## src/rtl/railway_pkg.sv

```systemverilog
// Shared definitions for the railway crossing blocks: crossing state encoding
// and the default sizing constants the conditioner and FSM benches agree on.
package railway_pkg;

  typedef enum logic [1:0] {
    S_IDLE     = 2'd0,
    S_OCCUPIED = 2'd1,
    S_FAULT    = 2'd2
  } state_t;

  localparam int DEFAULT_DEBOUNCE_CYCLES = 4;
  localparam int DEFAULT_OCC_W           = 3;
  localparam int DEFAULT_TIMEOUT_CYCLES  = 1000;

endpackage

```

## src/rtl/sensor_debounce.sv

```systemverilog
// One track-circuit channel: two-flop synchroniser, debounce filter that only
// accepts a level after it has persisted DEBOUNCE_CYCLES synchronised cycles,
// and single-cycle rise/fall indications of the accepted level.
module sensor_debounce
  import railway_pkg::*;
#(
  parameter int DEBOUNCE_CYCLES = DEFAULT_DEBOUNCE_CYCLES
) (
  input  logic clk,
  input  logic reset,
  input  logic i_raw,
  output logic o_level,
  output logic o_rise,
  output logic o_fall
);

  localparam int CNT_W = (DEBOUNCE_CYCLES > 1) ? $clog2(DEBOUNCE_CYCLES) : 1;
  localparam logic [CNT_W-1:0] CNT_LAST = CNT_W'(DEBOUNCE_CYCLES - 1);

  logic             r_sync1;
  logic             r_sync2;
  logic             r_level;
  logic             r_levelDly;
  logic [CNT_W-1:0] r_count;

  // Bring the asynchronous wheel detector into the clock domain.
  always_ff @(posedge clk) begin
    if (reset) begin
      r_sync1 <= 1'b0;
      r_sync2 <= 1'b0;
    end else begin
      r_sync1 <= i_raw;
      r_sync2 <= r_sync1;
    end
  end

  // Accept a new level only once it has been seen for the full debounce window.
  always_ff @(posedge clk) begin
    if (reset) begin
      r_level <= 1'b0;
      r_count <= '0;
    end else if (r_sync2 == r_level) begin
      r_count <= '0;
    end else if (r_count == CNT_LAST) begin
      r_level <= r_sync2;
      r_count <= '0;
    end else begin
      r_count <= r_count + 1'b1;
    end
  end

  // Keep last cycle's accepted level so edges can be seen.
  always_ff @(posedge clk) begin
    if (reset) begin
      r_levelDly <= 1'b0;
    end else begin
      r_levelDly <= r_level;
    end
  end

  assign o_level = r_level;
  assign o_rise  = r_level & ~r_levelDly;
  assign o_fall  = ~r_level & r_levelDly;

endmodule

```

## src/rtl/train_detect_conditioner.sv

```systemverilog
// Front end of the crossing controller: conditions the approach and exit
// sensors, counts trains between them, emits train_sensor / train_clear
// pulses, and latches a fail-safe fault on impossible histories or a stuck train.
module train_detect_conditioner
  import railway_pkg::*;
#(
  parameter int DEBOUNCE_CYCLES = DEFAULT_DEBOUNCE_CYCLES,
  parameter int OCC_W           = DEFAULT_OCC_W,
  parameter int TIMEOUT_CYCLES  = DEFAULT_TIMEOUT_CYCLES
) (
  input  logic             clk,
  input  logic             reset,
  input  logic             approach_raw,
  input  logic             exit_raw,
  output logic             train_sensor,
  output logic             train_clear,
  output logic [OCC_W-1:0] occupancy,
  output logic             fault
);

  localparam int TMR_W = $clog2(TIMEOUT_CYCLES + 1);
  localparam logic [TMR_W-1:0] TMR_LAST = TMR_W'(TIMEOUT_CYCLES - 1);
  localparam logic [OCC_W-1:0] OCC_MAX  = '1;
  localparam logic [OCC_W-1:0] OCC_ONE  = OCC_W'(1);

  logic w_approachLevel;
  logic w_exitLevel;
  logic w_entry;
  logic w_leave;
  logic w_approachFall;
  logic w_exitRise;
  logic w_unusedEdges;

  state_t           r_state;
  logic [OCC_W-1:0] r_occ;
  logic [TMR_W-1:0] r_timer;
  logic             r_trainSensor;
  logic             r_trainClear;
  logic             r_fault;

  sensor_debounce #(
    .DEBOUNCE_CYCLES(DEBOUNCE_CYCLES)
  ) u_approach (
    .clk    (clk),
    .reset  (reset),
    .i_raw  (approach_raw),
    .o_level(w_approachLevel),
    .o_rise (w_entry),
    .o_fall (w_approachFall)
  );

  sensor_debounce #(
    .DEBOUNCE_CYCLES(DEBOUNCE_CYCLES)
  ) u_exit (
    .clk    (clk),
    .reset  (reset),
    .i_raw  (exit_raw),
    .o_level(w_exitLevel),
    .o_rise (w_exitRise),
    .o_fall (w_leave)
  );

  // Only an approach rise (train arrives) and an exit fall (train fully past)
  // matter; the other edges and raw levels are deliberately ignored.
  assign w_unusedEdges = w_approachFall | w_exitRise | w_approachLevel | w_exitLevel;

  // Occupancy tracking, stuck-train timeout and fail-safe latch.
  always_ff @(posedge clk) begin
    if (reset) begin
      r_state       <= S_IDLE;
      r_occ         <= '0;
      r_timer       <= '0;
      r_trainSensor <= 1'b0;
      r_trainClear  <= 1'b0;
      r_fault       <= 1'b0;
    end else begin
      r_trainSensor <= 1'b0;
      r_trainClear  <= 1'b0;
      case (r_state)
        S_IDLE: begin
          r_timer <= '0;
          if (w_leave) begin
            r_state       <= S_FAULT;
            r_fault       <= 1'b1;
            r_trainSensor <= 1'b1;
          end else if (w_entry) begin
            r_state       <= S_OCCUPIED;
            r_occ         <= OCC_ONE;
            r_trainSensor <= 1'b1;
          end
        end
        S_OCCUPIED: begin
          if (w_entry && w_leave) begin
            r_timer       <= '0;
            r_trainSensor <= 1'b1;
          end else if (w_entry) begin
            r_timer       <= '0;
            r_trainSensor <= 1'b1;
            if (r_occ == OCC_MAX) begin
              r_state <= S_FAULT;
              r_fault <= 1'b1;
            end else begin
              r_occ <= r_occ + 1'b1;
            end
          end else if (w_leave) begin
            r_timer <= '0;
            r_occ   <= r_occ - 1'b1;
            if (r_occ == OCC_ONE) begin
              r_trainClear <= 1'b1;
              r_state      <= S_IDLE;
            end
          end else if (r_timer == TMR_LAST) begin
            r_timer       <= r_timer + 1'b1;
            r_state       <= S_FAULT;
            r_fault       <= 1'b1;
            r_trainSensor <= 1'b1;
          end else begin
            r_timer <= r_timer + 1'b1;
          end
        end
        S_FAULT: begin
          r_trainSensor <= 1'b1;
          r_fault       <= 1'b1;
        end
        default: begin
          r_state       <= S_FAULT;
          r_trainSensor <= 1'b1;
          r_fault       <= 1'b1;
        end
      endcase
    end
  end

  assign train_sensor = r_trainSensor;
  assign train_clear  = r_trainClear;
  assign occupancy    = r_occ;
  assign fault        = r_fault;

endmodule

```

## config.mk

```make
export PLATFORM = sky130hd
export DESIGN_NAME = train_detect_conditioner
export DESIGN_NICKNAME = d
export VERILOG_FILES = /design/src/rtl/railway_pkg.sv /design/src/rtl/sensor_debounce.sv /design/src/rtl/train_detect_conditioner.sv
export SDC_FILE = /design/constraint.sdc
export NUM_CORES = 1
export LEC_CHECK = 0
export CORE_MARGIN = 4
export CORE_UTILIZATION = 56
export CTS_CLUSTER_SIZE = 24
export DETAILED_ROUTE_END_ITERATION = 6
export PLACE_DENSITY = 0.81
export SLEW_MARGIN = 5
export SYNTH_ARGS = -nofsm -noshare
export SYNTH_HDL_FRONTEND = slang
export SYNTH_HIERARCHICAL = 1
export SYNTH_SLANG_ARGS = --single-unit
```

## constraint.sdc

```tcl
create_clock -name clk -period 2.1 [get_ports clk]
set_clock_uncertainty 0.15 [all_clocks]
set_input_delay 0.42 -clock clk [delete_from_list [all_inputs] [get_ports clk]]
set_output_delay 0.42 -clock clk [all_outputs]
set_load 0.005 [all_outputs]
```

==> flow_summary.html, run 1 <==
<table>
<tr><th>Metric</th><th>Value</th></tr>
<tr><th colspan="2">Yosys</th></tr>
<tr><td>Synthesized cell area</td><td>1380 µm²</td></tr>
<tr><td>Number of standard cells after synthesis</td><td>148</td></tr>
<tr><td>Avg Inst Size Synth</td><td>slightly above 9 µm²</td></tr>
<tr><td>Number of warnings reported in the yosys synthesis log</td><td>6</td></tr>
<tr><td>Synthesized Nets</td><td>159</td></tr>
<tr><th colspan="2">Setup path</th></tr>
<tr><td>Crit path required time</td><td>around 2200 ps</td></tr>
<tr><td>Worst EP arrival</td><td>approximately 2100 ps</td></tr>
<tr><td>Critical-path maximum fanout</td><td>7</td></tr>
<tr><td>Type of destination of the critical path</td><td>register</td></tr>
<tr><td>Sort of element at the start of the critical path</td><td>register</td></tr>
<tr><td>Worst reg-to-reg path cell count</td><td>5</td></tr>
<tr><td>Setup CP Type</td><td>register to register</td></tr>
<tr><th colspan="2">Placed design</th></tr>
<tr><td>Total instance count after detailed placement</td><td>186</td></tr>
<tr><td>DP HPWL</td><td>about 1.8 mm</td></tr>
<tr><td>Port Buf Inserts</td><td>9</td></tr>
<tr><td>Final estimated routing congestion in global placement</td><td>around 0.85</td></tr>
<tr><th colspan="2">Drt</th></tr>
<tr><td>Total number of vias</td><td>roughly 1,100</td></tr>
<tr><td>Count of antenna-violating nets left after detailed routing</td><td>0</td></tr>
<tr><td>Max layer used</td><td>met4</td></tr>
<tr><td>Total routed wire length on the met1 layer</td><td>around 1.2 mm</td></tr>
<tr><td>Final routed wire length divided by cell count</td><td>13.8 µm</td></tr>
<tr><td>Sum of routed wire length over all layers</td><td>2.67 mm</td></tr>
<tr><td>1st-pass router iterations</td><td>4</td></tr>
<tr><td>Total DRC errors in the routed layout</td><td>0</td></tr>
<tr><td>Length of routed met3 wiring</td><td>a little over 60 µm</td></tr>
<tr><td>Vias per std cell</td><td>just under 6</td></tr>
<tr><td>Detail Route met2 WL</td><td>1.36 mm</td></tr>
<tr><td>DRT iter0 DRCs</td><td>14</td></tr>
<tr><th colspan="2">Outcome</th></tr>
<tr><td>Status</td><td>finished, final reports clean</td></tr>
<tr><th colspan="2">Clocking</th></tr>
<tr><td>Post_cts resized</td><td>0</td></tr>
<tr><td>CTS tree</td><td>built</td></tr>
<tr><td>Number of sinks on the clock net</td><td>30</td></tr>
<tr><td>Total clock buffers created by CTS</td><td>5</td></tr>
<tr><td>Clock latency of the later-clocked register in the worst-skew pair</td><td>320 ps</td></tr>
<tr><td>Library cell used as clock root buffer</td><td>sky130_fd_sc_hd__clkbuf_4</td></tr>
<tr><td>Maximum buffer depth of the clock tree</td><td>2</td></tr>
<tr><td>Clock slew at the register clock pins of the worst setup and hold paths</td><td>100 ps</td></tr>
<tr><td>Total number of H-tree levels</td><td>2</td></tr>
<tr><td>Hold-fix buffer count after cts</td><td>0</td></tr>
<tr><td>Number of post-CTS setup repair buffers</td><td>0</td></tr>
<tr><th colspan="2">Cells and area</th></tr>
<tr><td>Number of inserted filler cells in the final layout</td><td>roughly 190</td></tr>
<tr><td>P&amp;R area growth vs syn</td><td>16.3%</td></tr>
<tr><td>Nets</td><td>approximately 180</td></tr>
<tr><td>Ant diodes</td><td>0</td></tr>
<tr><td>Proportion of layout cells with a drive suffix above 1</td><td>between 10% and 20%</td></tr>
<tr><td>Fin cells</td><td>around 190</td></tr>
<tr><td>Final core utilization</td><td>between 70% and 80%</td></tr>
<tr><th colspan="2">Global routing</th></tr>
<tr><td>Maximum number of pins on one net before global-route repair</td><td>16</td></tr>
<tr><td>Global Route Usage Sum</td><td>between 10% and 20%</td></tr>
<tr><td>Via count of the first global-routing pass</td><td>roughly 1,200</td></tr>
<tr><td>First-pass GRT wire length</td><td>~4.7 mm</td></tr>
<tr><td>Initial antenna violation count</td><td>0</td></tr>
<tr><td>GRT overflow</td><td>0</td></tr>
<tr><th colspan="2">Die</th></tr>
<tr><td>Effective utilization at floorplan</td><td>about three fifths</td></tr>
<tr><td>Std-Cell Rows</td><td>17</td></tr>
<tr><td>Number of primary I/O pins</td><td>10</td></tr>
<tr><td>Area enclosed by the die boundary</td><td>between 3000 and 4000 µm²</td></tr>
<tr><td>Die outline width</td><td>roughly 58 µm</td></tr>
<tr><td>Core area</td><td>2280 µm²</td></tr>
<tr><td>Die height</td><td>57.7 µm</td></tr>
<tr><th colspan="2">Job</th></tr>
<tr><td>Max-cap viol count</td><td>0</td></tr>
<tr><th colspan="2">Power</th></tr>
<tr><td>Sequential fraction of design power</td><td>a little under three fifths</td></tr>
<tr><td>Part of the total power dissipated in combinational logic</td><td>roughly 2.3%</td></tr>
<tr><td>Internal cell power</td><td>approximately 810 µW</td></tr>
<tr><td>Switching power</td><td>203 µW</td></tr>
<tr><td>Power density over cell area</td><td>between 600 and 700 nW/µm²</td></tr>
<tr><td>Leakage power</td><td>0.611 nW</td></tr>
<tr><td>Power share of the clock group</td><td>41.1%</td></tr>
<tr><td>Power Total</td><td>between 1 and 1.5 mW</td></tr>
<tr><td>Net Sw Frac</td><td>between 10% and 20%</td></tr>
<tr><td>Worst IR Drop VDD</td><td>between 0.6 and 0.7 mV</td></tr>
<tr><th colspan="2">STA</th></tr>
<tr><td>Actual transition at the worst max-transition pin</td><td>~560 ps</td></tr>
<tr><td>Post-route minimum period</td><td>roughly 2000 ps</td></tr>
<tr><td>Setup violators final</td><td>0</td></tr>
<tr><td>Number of pins with negative max-slew slack in the final report</td><td>0</td></tr>
<tr><td>RSZ-0062 raised after global routing</td><td>no</td></tr>
<tr><td>Achievable clock frequency</td><td>roughly 0.50 GHz</td></tr>
<tr><td>Count of endpoints failing hold in the final timing report</td><td>0</td></tr>
<tr><td>Setup TNS Final</td><td>0 ps</td></tr>
<tr><td>Fin crit share</td><td>a little over nine tenths</td></tr>
<tr><td>Worst slew slack as a fraction of its limit</td><td>62.5%</td></tr>
<tr><th colspan="2">Hold path</th></tr>
<tr><td>Worst min-delay path class</td><td>register to register</td></tr>
<tr><td>Min-Delay Path Depth</td><td>1</td></tr>
</table>
[sequential cells by signal, indices dropped and copies added (netlist names)]
name	cells
u_exit/r_sync1	1
u_approach/r_count	2
u_exit/r_count	2
train_clear	1
u_exit/r_sync2	1
u_exit/r_levelDly	1
fault	1
r_timer	10
u_approach/r_sync1	1
r_state	2
u_approach/r_sync2	1
u_approach/o_level	1
u_approach/r_levelDly	1
u_exit/o_level	1
train_sensor	1
occupancy	3
[path summary, 6_finish.rpt]
| kind | from | endpoint | slack [ps] |
|---|---|---|---|
| worst max-delay path | u_approach/o_level$_SDFFE_PP0P_ | occupancy[1]$_SDFFE_PP0P_ | 110 |
| worst min-delay path | u_exit/r_count[0]$_SDFF_PP0_ | u_exit/r_count[0]$_SDFF_PP0_ | 290 |
| worst max register to register | u_approach/o_level$_SDFFE_PP0P_ | occupancy[1]$_SDFFE_PP0P_ | 110 |
| worst min register to register | u_exit/r_count[0]$_SDFF_PP0_ | u_exit/r_count[0]$_SDFF_PP0_ | 290 |
[worst max-delay path: stages (launching register included)]
cell and delay, ps:
sky130_fd_sc_hd__dfxtp_1 390, sky130_fd_sc_hd__nor2b_1 500, sky130_fd_sc_hd__nor2b_1 250, sky130_fd_sc_hd__a21oi_1 150, sky130_fd_sc_hd__or3_1 370, sky130_fd_sc_hd__a21oi_1 140
[final cells by class]
type                       count  area (µm²)  share of cell area (%)
inverter                       5        18.8                    1.17
timing repair buffer          14         128                    7.93
clock buffer                   8        78.8                    4.90
tap                           28        35.0                    2.18
sequential                    30         601                    37.3
multi-input combinational    109         748                    46.5
[layer usage]
metal,vias up,track usage [%]
li1,578,-
met1,548,20.3
met2,13,31.6
met3,2,6.68
met4,0,6.62
met5,-,0
[stage by stage]
| stage | instance area, µm² | hold WS, ps | worst slack [ps] |
|---|---|---|---|
| 2_1_floorplan | 1380 | 254 | 292 |
| 3_3_place_gp | 1530 | 264 | 151 |
| 3_5_place_dp | 1530 | 280 | 127 |
| 4_1_cts | 1610 | 293 | 138 |
| 5_1_grt | 1610 | 305 | 19.2 |
| 6_report | 1610 | 288 | 109 |
[cells in the final DEF, fill, tap and decap left out, types with 4 or more instances in the layout]
cell / n
sky130_fd_sc_hd__a21oi_1: 12
sky130_fd_sc_hd__a22oi_1: 4
sky130_fd_sc_hd__and3_1: 4
sky130_fd_sc_hd__buf_4: 5
sky130_fd_sc_hd__clkbuf_4: 5
sky130_fd_sc_hd__clkdlybuf4s50_1: 9
sky130_fd_sc_hd__dfxtp_1: 30
sky130_fd_sc_hd__ha_1: 7
sky130_fd_sc_hd__inv_1: 5
sky130_fd_sc_hd__nand2_1: 5
sky130_fd_sc_hd__nand2b_1: 5
sky130_fd_sc_hd__nor2_1: 7
sky130_fd_sc_hd__nor2b_1: 13
sky130_fd_sc_hd__nor3_1: 5
sky130_fd_sc_hd__nor4_1: 4
sky130_fd_sc_hd__o21ai_0: 6
[power groups by stage]
stage | clock (mW) | sequential (mW) | combinational (mW)
floorplan | 0 | 0.588 | 0.00865
global placement | 0 | 0.588 | 0.0223
detailed placement | 0 | 0.589 | 0.0234
CTS | 0.432 | 0.576 | 0.0236
global route | 0.466 | 0.576 | 0.0257
finish | 0.418 | 0.575 | 0.0233
Power figures use the tool's default switching activity.
==> run 2, diff against run 1 <==
--- a/config.mk
+++ b/config.mk
@@ -5,7 +5,7 @@
 export SDC_FILE = /design/constraint.sdc
 export NUM_CORES = 1
 export LEC_CHECK = 0
-export CORE_MARGIN = 4
+export CORE_MARGIN = 2
 export CORE_UTILIZATION = 56
 export CTS_CLUSTER_SIZE = 24
 export DETAILED_ROUTE_END_ITERATION = 6
==> run 2 against run 1 <==
Compared with the run above:
- clock power rose by 8.9%
- sequential share of layout area down 0.20 points
- final cell count is 1.5% higher
- register-to-register slack improved by 90 ps
- die area is 13% lower
- critical path depth down 1
- total power rose by 3.7%
- utilization down 3.6 points
- routed wire length is 1.2% lower
- critical path type unchanged
==> flow_summary.html, run 2 (synthesis results as in run 1) <==
<table>
<tr><th>Metric</th><th>Value</th></tr>
<tr><th colspan="2">Placed design</th></tr>
<tr><td>Final estimated routing congestion in global placement</td><td>0.819 (was 0.849)</td></tr>
<tr><td>DP HPWL</td><td>1.85 mm (about the same)</td></tr>
<tr><td>Total instance count after detailed placement</td><td>189 (was 186)</td></tr>
<tr><td>Port Buf Inserts</td><td>9 (unchanged)</td></tr>
<tr><th colspan="2">Clocking</th></tr>
<tr><td>Number of post-CTS setup repair buffers</td><td>0 (unchanged)</td></tr>
<tr><td>CTS tree</td><td>built (unchanged)</td></tr>
<tr><td>Total clock buffers created by CTS</td><td>5 (unchanged)</td></tr>
<tr><td>Post_cts resized</td><td>0 (unchanged)</td></tr>
<tr><td>Library cell used as clock root buffer</td><td>sky130_fd_sc_hd__clkbuf_4 (unchanged)</td></tr>
<tr><td>Maximum buffer depth of the clock tree</td><td>2 (unchanged)</td></tr>
<tr><td>Number of sinks on the clock net</td><td>30 (unchanged)</td></tr>
<tr><td>Clock slew at the register clock pins of the worst setup and hold paths</td><td>100 ps (about the same)</td></tr>
<tr><td>Clock latency of the later-clocked register in the worst-skew pair</td><td>330 ps (was 320 ps)</td></tr>
<tr><td>Total number of H-tree levels</td><td>2 (unchanged)</td></tr>
<tr><td>Hold-fix buffer count after cts</td><td>0 (unchanged)</td></tr>
<tr><th colspan="2">Cells and area</th></tr>
<tr><td>P&amp;R area growth vs syn</td><td>16.9% (was 16.3%)</td></tr>
<tr><td>Leading cell type in the layout, fill and taps excluded</td><td>sky130_fd_sc_hd__dfxtp_1 (unchanged)</td></tr>
<tr><td>Fin cells</td><td>197 (was 194)</td></tr>
<tr><td>Ant diodes</td><td>0 (unchanged)</td></tr>
<tr><td>Footprint of the flip-flops and latches</td><td>601 µm² (unchanged)</td></tr>
<tr><td>Flip-flop count of the largest register, all copies and words added</td><td>10 (unchanged)</td></tr>
<tr><td>Final core utilization</td><td>67.1% (was 70.7%)</td></tr>
<tr><td>Register containing the most flip-flops in the final layout</td><td>r_timer (unchanged)</td></tr>
<tr><td>Nets</td><td>177 (was 176)</td></tr>
<tr><td>Most frequent cells in the layout</td><td>sky130_fd_sc_hd__dfxtp_1, sky130_fd_sc_hd__nor2b_1, sky130_fd_sc_hd__a21oi_1 (unchanged)</td></tr>
<tr><td>Proportion of layout cells with a drive suffix above 1</td><td>12.0% (was 11.4%)</td></tr>
<tr><td>Combined area of the multi-input logic cells</td><td>748 µm² (unchanged)</td></tr>
<tr><td>Number of inserted filler cells in the final layout</td><td>192 (was 185)</td></tr>
<tr><th colspan="2">STA</th></tr>
<tr><td>Setup violators final</td><td>0 (unchanged)</td></tr>
<tr><td>RSZ-0062 raised after global routing</td><td>no (unchanged)</td></tr>
<tr><td>Worst slew slack as a fraction of its limit</td><td>69.6% (was 62.5%)</td></tr>
<tr><td>Achievable clock frequency</td><td>0.526 GHz (was 0.502 GHz)</td></tr>
<tr><td>Fin crit share</td><td>90.5% (was 94.8%)</td></tr>
<tr><td>Count of endpoints failing hold in the final timing report</td><td>0 (unchanged)</td></tr>
<tr><td>Post-route minimum period</td><td>1900 ps (was 1990 ps)</td></tr>
<tr><td>Actual transition at the worst max-transition pin</td><td>453 ps (was 561 ps)</td></tr>
<tr><td>Number of pins with negative max-slew slack in the final report</td><td>0 (unchanged)</td></tr>
<tr><td>Setup TNS Final</td><td>0 ps (unchanged)</td></tr>
<tr><th colspan="2">Global routing</th></tr>
<tr><td>Initial antenna violation count</td><td>0 (unchanged)</td></tr>
<tr><td>Global Route Usage Sum</td><td>20.9% (was 18.2%)</td></tr>
<tr><td>Maximum number of pins on one net before global-route repair</td><td>16 (unchanged)</td></tr>
<tr><td>First-pass GRT wire length</td><td>4.33 mm (was 4.74 mm)</td></tr>
<tr><td>Via count of the first global-routing pass</td><td>1,008 (was 1,158)</td></tr>
<tr><td>GRT overflow</td><td>0 (unchanged)</td></tr>
<tr><th colspan="2">Drt</th></tr>
<tr><td>Sum of routed wire length over all layers</td><td>2.64 mm (was 2.67 mm)</td></tr>
<tr><td>1st-pass router iterations</td><td>4 (unchanged)</td></tr>
<tr><td>Count of antenna-violating nets left after detailed routing</td><td>0 (unchanged)</td></tr>
<tr><td>DRT iter0 DRCs</td><td>15 (was 14)</td></tr>
<tr><td>Vias per std cell</td><td>5.73 (was 5.88)</td></tr>
<tr><td>Total DRC errors in the routed layout</td><td>0 (unchanged)</td></tr>
<tr><td>Final routed wire length divided by cell count</td><td>13.4 µm (was 13.8 µm)</td></tr>
<tr><td>Total number of vias</td><td>1,128 (was 1,141)</td></tr>
<tr><th colspan="2">Hold path</th></tr>
<tr><td>Min-Delay Path Depth</td><td>1 (unchanged)</td></tr>
<tr><td>Worst min-delay path class</td><td>register to register (unchanged)</td></tr>
<tr><th colspan="2">Die</th></tr>
<tr><td>Effective utilization at floorplan</td><td>57.4% (was 60.8%)</td></tr>
<tr><td>Area enclosed by the die boundary</td><td>2880 µm² (was 3330 µm²)</td></tr>
<tr><td>Die height</td><td>53.7 µm (was 57.7 µm)</td></tr>
<tr><td>Die outline width</td><td>53.7 µm (was 57.7 µm)</td></tr>
<tr><td>Core area</td><td>2410 µm² (was 2280 µm²)</td></tr>
<tr><td>Number of primary I/O pins</td><td>10 (unchanged)</td></tr>
<tr><td>Std-Cell Rows</td><td>18 (was 17)</td></tr>
<tr><th colspan="2">Setup path</th></tr>
<tr><td>Worst reg-to-reg path cell count</td><td>4 (was 5)</td></tr>
<tr><td>Setup CP Type</td><td>register to register (unchanged)</td></tr>
<tr><td>Crit path required time</td><td>2220 ps (was 2210 ps)</td></tr>
<tr><td>Critical-path maximum fanout</td><td>10 (was 7)</td></tr>
<tr><td>Worst EP arrival</td><td>2020 ps (was 2100 ps)</td></tr>
<tr><td>Type of destination of the critical path</td><td>register (unchanged)</td></tr>
<tr><td>Crit-path cells</td><td>and2b_1, or4_1, or3_1, o21ai_0 (was nor2b_1, nor2b_1, a21oi_1, or3_1, a21oi_1)</td></tr>
<tr><td>Worst path max stage delay</td><td>590 ps (was 500 ps)</td></tr>
<tr><td>Sort of element at the start of the critical path</td><td>register (unchanged)</td></tr>
<tr><td>Standard cell with the maximum stage delay on the critical path</td><td>sky130_fd_sc_hd__or4_1 (was sky130_fd_sc_hd__nor2b_1)</td></tr>
<tr><th colspan="2">Outcome</th></tr>
<tr><td>Status</td><td>finished, final reports clean (unchanged)</td></tr>
<tr><th colspan="2">Power</th></tr>
<tr><td>Power density over cell area</td><td>652 nW/µm² (was 632 nW/µm²)</td></tr>
<tr><td>Leakage power</td><td>0.617 nW (was 0.611 nW)</td></tr>
<tr><td>Worst IR Drop VDD</td><td>0.533 mV (was 0.609 mV)</td></tr>
<tr><th colspan="2">Job</th></tr>
<tr><td>Max-cap viol count</td><td>0 (unchanged)</td></tr>
</table>
## run 2: cell type report
cell class	count	share of cell area, %
multi-input combinational	109	46.2
inverter	5	1.16
clock buffer	5	2.32
tap	30	2.32
clock inverter	3	2.47
sequential	30	37.1
timing repair buffer	15	8.35
## run 2: worst max-delay path: cells and delay by family (launching register included)
kind	cells	cell delay, ps
compound gates	1	70
simple gates	3	1230
flops	1	380
## run 2: routing by layer
layer	GRT usage, %	routed length [µm]	vias up
met5	0	0	-
met2	32.5	1290	16
met4	8.97	43	0
li1	-	-	581
met1	25.8	1220	526
met3	7.50	94	5
## run 2: per-stage QoR
| stage | setup WS, ps | hold slack, ps | instance area [µm²] | power, mW |
|---|---|---|---|---|
| CTS | 202 | 291 | 1620 | 1.06 |
| global route | 124 | 316 | 1620 | 1.09 |
| global placement | 172 | 264 | 1540 | 0.611 |
| floorplan | 292 | 254 | 1380 | 0.597 |
| finish | 200 | 287 | 1620 | 1.05 |
| detailed placement | 107 | 275 | 1540 | 0.612 |
## run 2: path summary, 6_finish.rpt
| kind | slack [ps] | startpoint | endpoint |
|---|---|---|---|
| worst min register to register | 290 | u_approach/r_count[0]$_SDFF_PP0_ | u_approach/r_count[0]$_SDFF_PP0_ |
| worst max-delay path | 200 | u_exit/o_level$_SDFFE_PP0P_ | r_timer[8]$_SDFFE_PP0N_ |
| worst min-delay path | 290 | u_approach/r_count[0]$_SDFF_PP0_ | u_approach/r_count[0]$_SDFF_PP0_ |
| worst max register to register | 200 | u_exit/o_level$_SDFFE_PP0P_ | r_timer[8]$_SDFFE_PP0N_ |
## run 2: power breakdown
group / switching, mW / internal, mW / leakage (nW)
sequential: 0.00197 / 0.573 / 0.243
combinational: 0.0119 / 0.0118 / 0.330
clock: 0.209 / 0.246 / 0.0450
total: 0.223 / 0.831 / 0.617
